===== config.mk =====
export PLATFORM = sky130hd
export DESIGN_NAME = hart_irq_flat
export DESIGN_NICKNAME = d
export VERILOG_FILES = /design/src/rtl/hart_irq_if.sv /design/src/rtl/hart_irq.sv /design/src/flat_wrapper.sv
export SDC_FILE = /design/constraint.sdc
export NUM_CORES = 1
export LEC_CHECK = 0
export BUFFER_PORTS_ARGS = -buffer_cell sky130_fd_sc_hd__buf_2
export CAP_MARGIN = 0
export CELL_PAD_IN_SITES_DETAIL_PLACEMENT = 0
export CELL_PAD_IN_SITES_GLOBAL_PLACEMENT = 1
export CORE_MARGIN = 2
export CORE_UTILIZATION = 35
export CTS_CLUSTER_SIZE = 14
export DETAILED_ROUTE_END_ITERATION = 7
export GPL_TIMING_DRIVEN = 0
export PLACE_DENSITY = 0.85
export SYNTH_ARGS = -nofsm -noshare
export SYNTH_HDL_FRONTEND = slang
export SYNTH_SLANG_ARGS = --single-unit

===== constraint.sdc =====
create_clock -name clk -period 1.6 [get_ports clk]
set_input_delay 0.16 -clock clk [delete_from_list [all_inputs] [get_ports clk]]
set_output_delay 0.16 -clock clk [all_outputs]
set_load 0.1 [all_outputs]

===== src/rtl/hart_irq_if.sv =====
// CSR request/response and IRQ handshake bundle between the core (master) and hart_irq (slave).
interface hart_irq_if;
  logic        i_csr_req_valid;
  logic        i_csr_req_write;
  logic [11:0] i_csr_req_addr;
  logic [63:0] i_csr_req_wdata;
  logic        o_csr_resp_valid;
  logic [63:0] o_csr_resp_rdata;
  logic        o_csr_resp_exception;
  logic        o_irq_valid;
  logic [3:0]  o_irq_cause;
  logic        i_irq_ready;

  modport master (
    output i_csr_req_valid, i_csr_req_write, i_csr_req_addr, i_csr_req_wdata, i_irq_ready,
    input  o_csr_resp_valid, o_csr_resp_rdata, o_csr_resp_exception, o_irq_valid, o_irq_cause
  );

  modport slave (
    input  i_csr_req_valid, i_csr_req_write, i_csr_req_addr, i_csr_req_wdata, i_irq_ready,
    output o_csr_resp_valid, o_csr_resp_rdata, o_csr_resp_exception, o_irq_valid, o_irq_cause
  );
endinterface


===== src/rtl/hart_irq.sv =====
// Per-hart M-mode interrupt controller: mip/mie/time CSRs, prioritised IRQ handshake, WFI wake.
// Optional accepted-IRQ counter at CSR 0x7C0 is enabled by defining HART_IRQ_COUNTER_EN.
module hart_irq #(
  parameter int cpu_total = 4,
  parameter int hartid    = 0
) (
  input  logic                 clk,
  input  logic                 nrst,
  input  logic [cpu_total-1:0] i_msip,
  input  logic [cpu_total-1:0] i_mtip,
  input  logic                 i_meip,
  input  logic                 i_seip,
  input  logic [63:0]          i_mtimer,
  input  logic                 i_mstatus_mie,
  input  logic                 i_mret,
  output logic                 o_wfi_wake,
  hart_irq_if.slave            bus
);

  localparam logic [11:0] CSR_MIE  = 12'h304;
  localparam logic [11:0] CSR_MIP  = 12'h344;
  localparam logic [11:0] CSR_TIME = 12'hC01;
  localparam logic [11:0] CSR_CNT  = 12'h7C0;
  localparam logic [63:0] IRQ_MASK = 64'h0000_0000_0000_0A88;
  localparam logic [cpu_total-1:0] HART_SEL = cpu_total'(1) << hartid;

  typedef enum logic [1:0] {
    IDLE,
    REQUEST,
    INSERVICE
  } state_e;

  state_e state_q, state_d;

  logic        msip_q, msip_d;
  logic        mtip_q, mtip_d;
  logic        meip_q, meip_d;
  logic        seip_q, seip_d;
  logic        sseip_q, sseip_d;
  logic [63:0] mie_q, mie_d;
  logic [63:0] time_q, time_d;
  logic [3:0]  cause_q, cause_d;
  logic        wfi_q, wfi_d;
  logic        resp_valid_q, resp_valid_d;
  logic [63:0] resp_rdata_q, resp_rdata_d;
  logic        resp_exc_q, resp_exc_d;
`ifdef HART_IRQ_COUNTER_EN
  logic [31:0] cnt_q, cnt_d;
`endif

  logic [63:0] mip_val;
  logic [63:0] pending;
  logic        take_irq;
  logic        accept;
  logic [3:0]  prio_cause;
  logic [63:0] csr_rd;
  logic        csr_exc;
  logic        csr_wr;
  logic        irq_valid;
  logic [3:0]  irq_cause;

  always_comb begin
    mip_val     = '0;
    mip_val[3]  = msip_q;
    mip_val[7]  = mtip_q;
    mip_val[9]  = seip_q | sseip_q;
    mip_val[11] = meip_q;
    pending     = mip_val & mie_q;
    take_irq    = (state_q == IDLE) && i_mstatus_mie && (|pending);
    accept      = (state_q == REQUEST) && bus.i_irq_ready;
    if (pending[11])     prio_cause = 4'd11;
    else if (pending[3]) prio_cause = 4'd3;
    else if (pending[7]) prio_cause = 4'd7;
    else                 prio_cause = 4'd9;
  end

  always_ff @(posedge clk or negedge nrst) begin
    if (!nrst) state_q <= IDLE;
    else       state_q <= state_d;
  end

  always_comb begin
    state_d = state_q;
    case (state_q)
      IDLE:      if (take_irq) state_d = REQUEST;
      REQUEST:   if (bus.i_irq_ready) state_d = INSERVICE;
      INSERVICE: if (i_mret) state_d = IDLE;
      default:   state_d = IDLE;
    endcase
  end

  always_comb begin
    irq_valid = (state_q == REQUEST);
    irq_cause = cause_q;
  end

  // CSR decode sees only registered state, so a same-cycle mie write never affects evaluation
  always_comb begin
    csr_wr  = bus.i_csr_req_valid && bus.i_csr_req_write;
    csr_rd  = '0;
    csr_exc = 1'b0;
    mie_d   = mie_q;
    sseip_d = sseip_q;
`ifdef HART_IRQ_COUNTER_EN
    cnt_d   = accept ? cnt_q + 32'd1 : cnt_q;
`endif
    case (bus.i_csr_req_addr)
      CSR_MIE: begin
        csr_rd = mie_q;
        if (csr_wr) mie_d = bus.i_csr_req_wdata & IRQ_MASK;
      end
      CSR_MIP: begin
        csr_rd = mip_val;
        if (csr_wr) sseip_d = bus.i_csr_req_wdata[9];
      end
      CSR_TIME: begin
        csr_rd = time_q;
        if (csr_wr) csr_exc = 1'b1;
      end
`ifdef HART_IRQ_COUNTER_EN
      CSR_CNT: begin
        csr_rd = {32'd0, cnt_q};
        if (csr_wr) cnt_d = bus.i_csr_req_wdata[31:0];
      end
`endif
      default: csr_exc = 1'b1;
    endcase

    resp_valid_d = bus.i_csr_req_valid;
    resp_exc_d   = bus.i_csr_req_valid && csr_exc;
    resp_rdata_d = (bus.i_csr_req_valid && !csr_exc) ? csr_rd : '0;

    msip_d  = |(i_msip & HART_SEL);
    mtip_d  = |(i_mtip & HART_SEL);
    meip_d  = i_meip;
    seip_d  = i_seip;
    time_d  = i_mtimer;
    wfi_d   = |pending;
    cause_d = take_irq ? prio_cause : cause_q;
  end

  always_ff @(posedge clk or negedge nrst) begin
    if (!nrst) begin
      msip_q       <= 1'b0;
      mtip_q       <= 1'b0;
      meip_q       <= 1'b0;
      seip_q       <= 1'b0;
      sseip_q      <= 1'b0;
      mie_q        <= '0;
      time_q       <= '0;
      cause_q      <= '0;
      wfi_q        <= 1'b0;
      resp_valid_q <= 1'b0;
      resp_rdata_q <= '0;
      resp_exc_q   <= 1'b0;
`ifdef HART_IRQ_COUNTER_EN
      cnt_q        <= '0;
`endif
    end else begin
      msip_q       <= msip_d;
      mtip_q       <= mtip_d;
      meip_q       <= meip_d;
      seip_q       <= seip_d;
      sseip_q      <= sseip_d;
      mie_q        <= mie_d;
      time_q       <= time_d;
      cause_q      <= cause_d;
      wfi_q        <= wfi_d;
      resp_valid_q <= resp_valid_d;
      resp_rdata_q <= resp_rdata_d;
      resp_exc_q   <= resp_exc_d;
`ifdef HART_IRQ_COUNTER_EN
      cnt_q        <= cnt_d;
`endif
    end
  end

  assign bus.o_irq_valid          = irq_valid;
  assign bus.o_irq_cause          = irq_cause;
  assign bus.o_csr_resp_valid     = resp_valid_q;
  assign bus.o_csr_resp_rdata     = resp_rdata_q;
  assign bus.o_csr_resp_exception = resp_exc_q;
  assign o_wfi_wake               = wfi_q;

endmodule

===== src/flat_wrapper.sv =====
// flat-port wrapper written by rule: the top's interface ports become plain ports
module hart_irq_flat 
#(
  parameter int cpu_total = 4,
  parameter int hartid    = 0
)
  (clk, nrst, i_msip, i_mtip, i_meip, i_seip, i_mtimer, i_mstatus_mie, i_mret, o_wfi_wake, bus_i_csr_req_valid, bus_i_csr_req_write, bus_i_csr_req_addr, bus_i_csr_req_wdata, bus_i_irq_ready, bus_o_csr_resp_valid, bus_o_csr_resp_rdata, bus_o_csr_resp_exception, bus_o_irq_valid, bus_o_irq_cause);
  hart_irq_if bus_i ();
  input  logic clk;
  input  logic nrst;
  input  logic [cpu_total-1:0] i_msip;
  input  logic [cpu_total-1:0] i_mtip;
  input  logic i_meip;
  input  logic i_seip;
  input  logic [63:0] i_mtimer;
  input  logic i_mstatus_mie;
  input  logic i_mret;
  output logic o_wfi_wake;
  input wire logic [$bits(bus_i.i_csr_req_valid)-1:0] bus_i_csr_req_valid;
  input wire logic [$bits(bus_i.i_csr_req_write)-1:0] bus_i_csr_req_write;
  input wire logic [$bits(bus_i.i_csr_req_addr)-1:0] bus_i_csr_req_addr;
  input wire logic [$bits(bus_i.i_csr_req_wdata)-1:0] bus_i_csr_req_wdata;
  input wire logic [$bits(bus_i.i_irq_ready)-1:0] bus_i_irq_ready;
  output wire logic [$bits(bus_i.o_csr_resp_valid)-1:0] bus_o_csr_resp_valid;
  output wire logic [$bits(bus_i.o_csr_resp_rdata)-1:0] bus_o_csr_resp_rdata;
  output wire logic [$bits(bus_i.o_csr_resp_exception)-1:0] bus_o_csr_resp_exception;
  output wire logic [$bits(bus_i.o_irq_valid)-1:0] bus_o_irq_valid;
  output wire logic [$bits(bus_i.o_irq_cause)-1:0] bus_o_irq_cause;
  assign bus_i.i_csr_req_valid = bus_i_csr_req_valid;
  assign bus_i.i_csr_req_write = bus_i_csr_req_write;
  assign bus_i.i_csr_req_addr = bus_i_csr_req_addr;
  assign bus_i.i_csr_req_wdata = bus_i_csr_req_wdata;
  assign bus_i.i_irq_ready = bus_i_irq_ready;
  assign bus_o_csr_resp_valid = bus_i.o_csr_resp_valid;
  assign bus_o_csr_resp_rdata = bus_i.o_csr_resp_rdata;
  assign bus_o_csr_resp_exception = bus_i.o_csr_resp_exception;
  assign bus_o_irq_valid = bus_i.o_irq_valid;
  assign bus_o_irq_cause = bus_i.o_irq_cause;
  hart_irq #(.cpu_total(cpu_total), .hartid(hartid)) u_core (.clk(clk), .nrst(nrst), .i_msip(i_msip), .i_mtip(i_mtip), .i_meip(i_meip), .i_seip(i_seip), .i_mtimer(i_mtimer), .i_mstatus_mie(i_mstatus_mie), .i_mret(i_mret), .o_wfi_wake(o_wfi_wake), .bus(bus_i));
endmodule

==> impl_metrics.py <==
metrics = {
    "clocking": {
        "htree_levels": 4,
        "clk_pin_slew_ns": 0.06,
        "cts-root-buf": "clkbuf_16",
        "numCtsBuffers": 17,
        "clock_sinks": 146,
        "cts_tree": "done",
        "cts_buffer_depth": 2,
        "insertion_delay_ns": 0.42,
    },
    "global_routing": {
        "grt.busiest_layer": "met2",
        "grt_pass1_wl_mm": 17.3,
        "use_met1_pct": 17.7,
        "grt.overflow.total": 0,
        "use_met2_pct": 27.5,
        "grt_usage_pct": 16.3,
        "grt_max_degree": 82,
        "use_met3_pct": 7.72,
        "grt_pass1_vias": 3406,
        "antenna_found_initial": 0,
    },
    "critical_path": {
        "critical_path_class": "reg2reg",
        "crit_path_start_kind": "flip-flop",
        "crit_slowest_cell": "a222oi_1",
        "cp_num_buf_inv": 0,
        "cp_max_fo": 4,
        "slowest_delay_ns": 0.54,
        "cp.required_ns": 1.90,
        "cp_cell_sequence": "a222oi_1 -> a21oi_2 -> or2_2",
        "path_delay_family": "compound AO/OA/AOI/OAI gates",
        "arrival_ns": 1.82,
        "worstSetupEndpointType": "flip-flop",
    },
    "die": {
        "die_y_um": 118,
        "die_w_um": 118,
        "fp-row-count": 41,
        "core-area_um2": 12700,
        "initial_core_util_pct": 36.1,
        "io_pins": 229,
        "dieArea_um2": 14000,
    },
    "flow_run": {
        "maxCapViolCount": 0,
    },
    "placed_design": {
        "port_buffers": 162,
        "dp_hpwl_mm": 6.60,
        "gp_congestion": 0.813,
    },
    "routing": {
        "dr_total_vias": 3066,
        "avgRoutedWirePerCell_um": 14.9,
        "dr.pass1.iters": 4,
        "antenna_left": 0,
        "wl_mm": 10.6,
        "via_per_inst": 4.29,
        "first_iter_violations": 153,
        "drc": 0,
    },
    "power": {
        "switching_share_pct": 21.7,
        "combPwrFrac_pct": 5.5,
        "p_per_area_nw_per_um2": 1200,
        "power.leakage_nw": 3.62,
        "p_int_mw": 6.59,
        "finalPower_mw": 8.41,
        "ir_worst_vdd_mv": 0.750,
        "sequentialPowerShare_pct": 45.4,
        "p_clk_share_pct": 49.2,
        "p_switching_mw": 1.82,
    },
    "synth": {
        "ys_async_sr_fraction_pct": 100,
        "yosysTopAreaCell": "dfrtp_1",
        "syn_nets": 430,
        "synth_warnings": 0,
        "synth.most_common_cell": "dfrtp_1",
        "synth-seq-cells": 146,
        "synth_cells": 273,
        "synth_ff_type": "dfrtp_1",
        "ys_top_cells_by_count": "dfrtp_1 (146), and2_1 (60), mux2_2 (8)",
        "synth_area_leaders": "dfrtp_1 (80%), and2_1 (8.2%), mux2_2 (2.0%)",
        "synth.distinct_cells": 34,
        "syn_avg_cell_area_um2": 16.7,
        "synth_top_area_share_pct": 80.0,
        "ys_seq_area_share_pct": 80.0,
        "synth_area_um2": 4570,
        "synth_edf_count": 0,
    },
    "final_layout": {
        "fill_cells": 1031,
        "drive_gt1_share_pct": 40.9,
        "antenna_cells": 0,
        "fin_nets": 687,
        "area_growth_pct": 53.5,
    },
    "sta": {
        "rsz0062_at_grt": "no",
        "clock.fmax_mhz": 659,
        "period_share_pct": 94.8,
        "relSlewSlack_pct": 52.8,
        "setup_viol": 0,
        "max_slew.worst_pin.slew_ns": 0.708,
        "hold_violations": 0,
        "tns_ns": 0,
        "slew_viol_final": 0,
        "clock_skew_ns": 0.00617,
        "fin_crit_ns": 1.52,
    },
    "status": {
        "status": "complete, no violations",
    },
    "min_path": {
        "min_path_type": "in2reg",
    },
}
==> metrics by stage <==
stage	instances	hold slack (ns)	setup WS (ns)	area (µm²)	utilization [%]
2_1_floorplan	273	-0.136	0.0473	4570	-
3_3_place_gp	607	0.268	-1.42	5600	44.2
3_5_place_dp	608	0.246	-0.0190	5630	44.4
4_1_cts	715	0.00256	0.00107	7010	55.3
5_1_grt	715	0.000538	0.0212	7010	55.3
6_report	715	0.0169	0.0827	7010	55.3
==> state kept, by name (all words and copies together), names as in the netlist, 2 cells and up <==
signal                       count
u_core.bus.o_csr_resp_rdata     64
u_core.bus.o_irq_cause           4
u_core.time_q                   64
u_core.state_q                   2
u_core.mie_q                     4
==> cell usage in the layout, fill, tap and decap left out, types with 3 or more instances in the layout <==
cell type	count
nand2_1	4
nand4b_1	4
bufinv_16	3
buf_2	167
inv_1	3
and2_1	60
nand4_1	4
o21ai_0	3
dfrtp_1	146
clkbuf_16	17
inv_6	4
mux2_2	8
dlygate4sd3_1	75
==> layout make-up <==
cell class                      count  area (µm²)  share of cell area [%]
Sequential cell                   146        3650                    52.1
Multi-Input combinational cell    117         876                    12.5
Clock buffer                       19         453                    6.46
Inverter                            3        11.3                   0.161
Timing Repair Buffer              238        1600                    22.8
Clock inverter                     13         170                    2.43
Tap cell                          172         215                    3.07
Buffer                              7        35.0                   0.500
==> worst reg2reg max path, stage by stage (launching register included) <==
cell and delay, ns:
dfrtp_1 0.41, a222oi_1 0.54, a21oi_2 0.16, or2_2 0.30
==> worst paths after layout <==
path / startpoint / to / slack, ns / cells past startpoint
min in group asynchronous: nrst / u_core.time_q[14]$_DFF_PN0_ / 0.34 / 2
hold reg to reg: u_core.time_q[21]$_DFF_PN0_ / u_core.bus.o_csr_resp_rdata[21]$_DFF_PN0_ / 0.44 / 1
max in group asynchronous: nrst / u_core.seip_q$_DFF_PN0_ / 0.52 / 3
setup / recovery: u_core.mie_q[11]$_DFFE_PN0P_ / u_core.bus.o_irq_cause[0]$_DFFE_PN0P_ / 0.08 / 3
setup reg to reg: u_core.mie_q[11]$_DFFE_PN0P_ / u_core.bus.o_irq_cause[0]$_DFFE_PN0P_ / 0.08 / 3
hold / removal: bus_i_csr_req_valid / u_core.bus.o_csr_resp_exception$_DFF_PN0_ / 0.02 / 2
==> logic make-up (layout without fill, tap and decap cells) <==
| logic type | after synthesis | after routing | share of synthesized area (%) |
|---|---|---|---|
| mux | 8 | 8 | 1.97 |
| flops | 146 | 146 | 80.0 |
| buf+inv | 10 | 280 | 1.01 |
| simple gates | 92 | 92 | 14.0 |
| compound gates | 17 | 17 | 3.07 |
==> routing by layer <==
| metal | vias to the layer above | routed length [µm] |
|---|---|---|
| li1 | 1430 | - |
| met1 | 1491 | 4090 |
| met2 | 131 | 5500 |
| met3 | 14 | 864 |
| met4 | 0 | 163 |
| met5 | - | 0 |
==> repair_timing <==
action                     CTS  global route
buffers inserted             0             0
gates resized for setup      0             2
setup endpoints to repair    0             4
hold buffers                75             0
hold endpoints to repair   155             0
==> power groups by stage <==
stage / Clock, mW / Sequential (mW) / Combinational (mW)
2_1_floorplan: 0 / 3.93 / 0.0432
3_3_place_gp: 0 / 3.88 / 0.299
3_5_place_dp: 0 / 3.88 / 0.317
4_1_cts: 4.21 / 3.81 / 0.459
5_1_grt: 4.42 / 3.82 / 0.500
6_report: 4.13 / 3.81 / 0.459
Note: power is estimated with default switching activity, not from simulation.
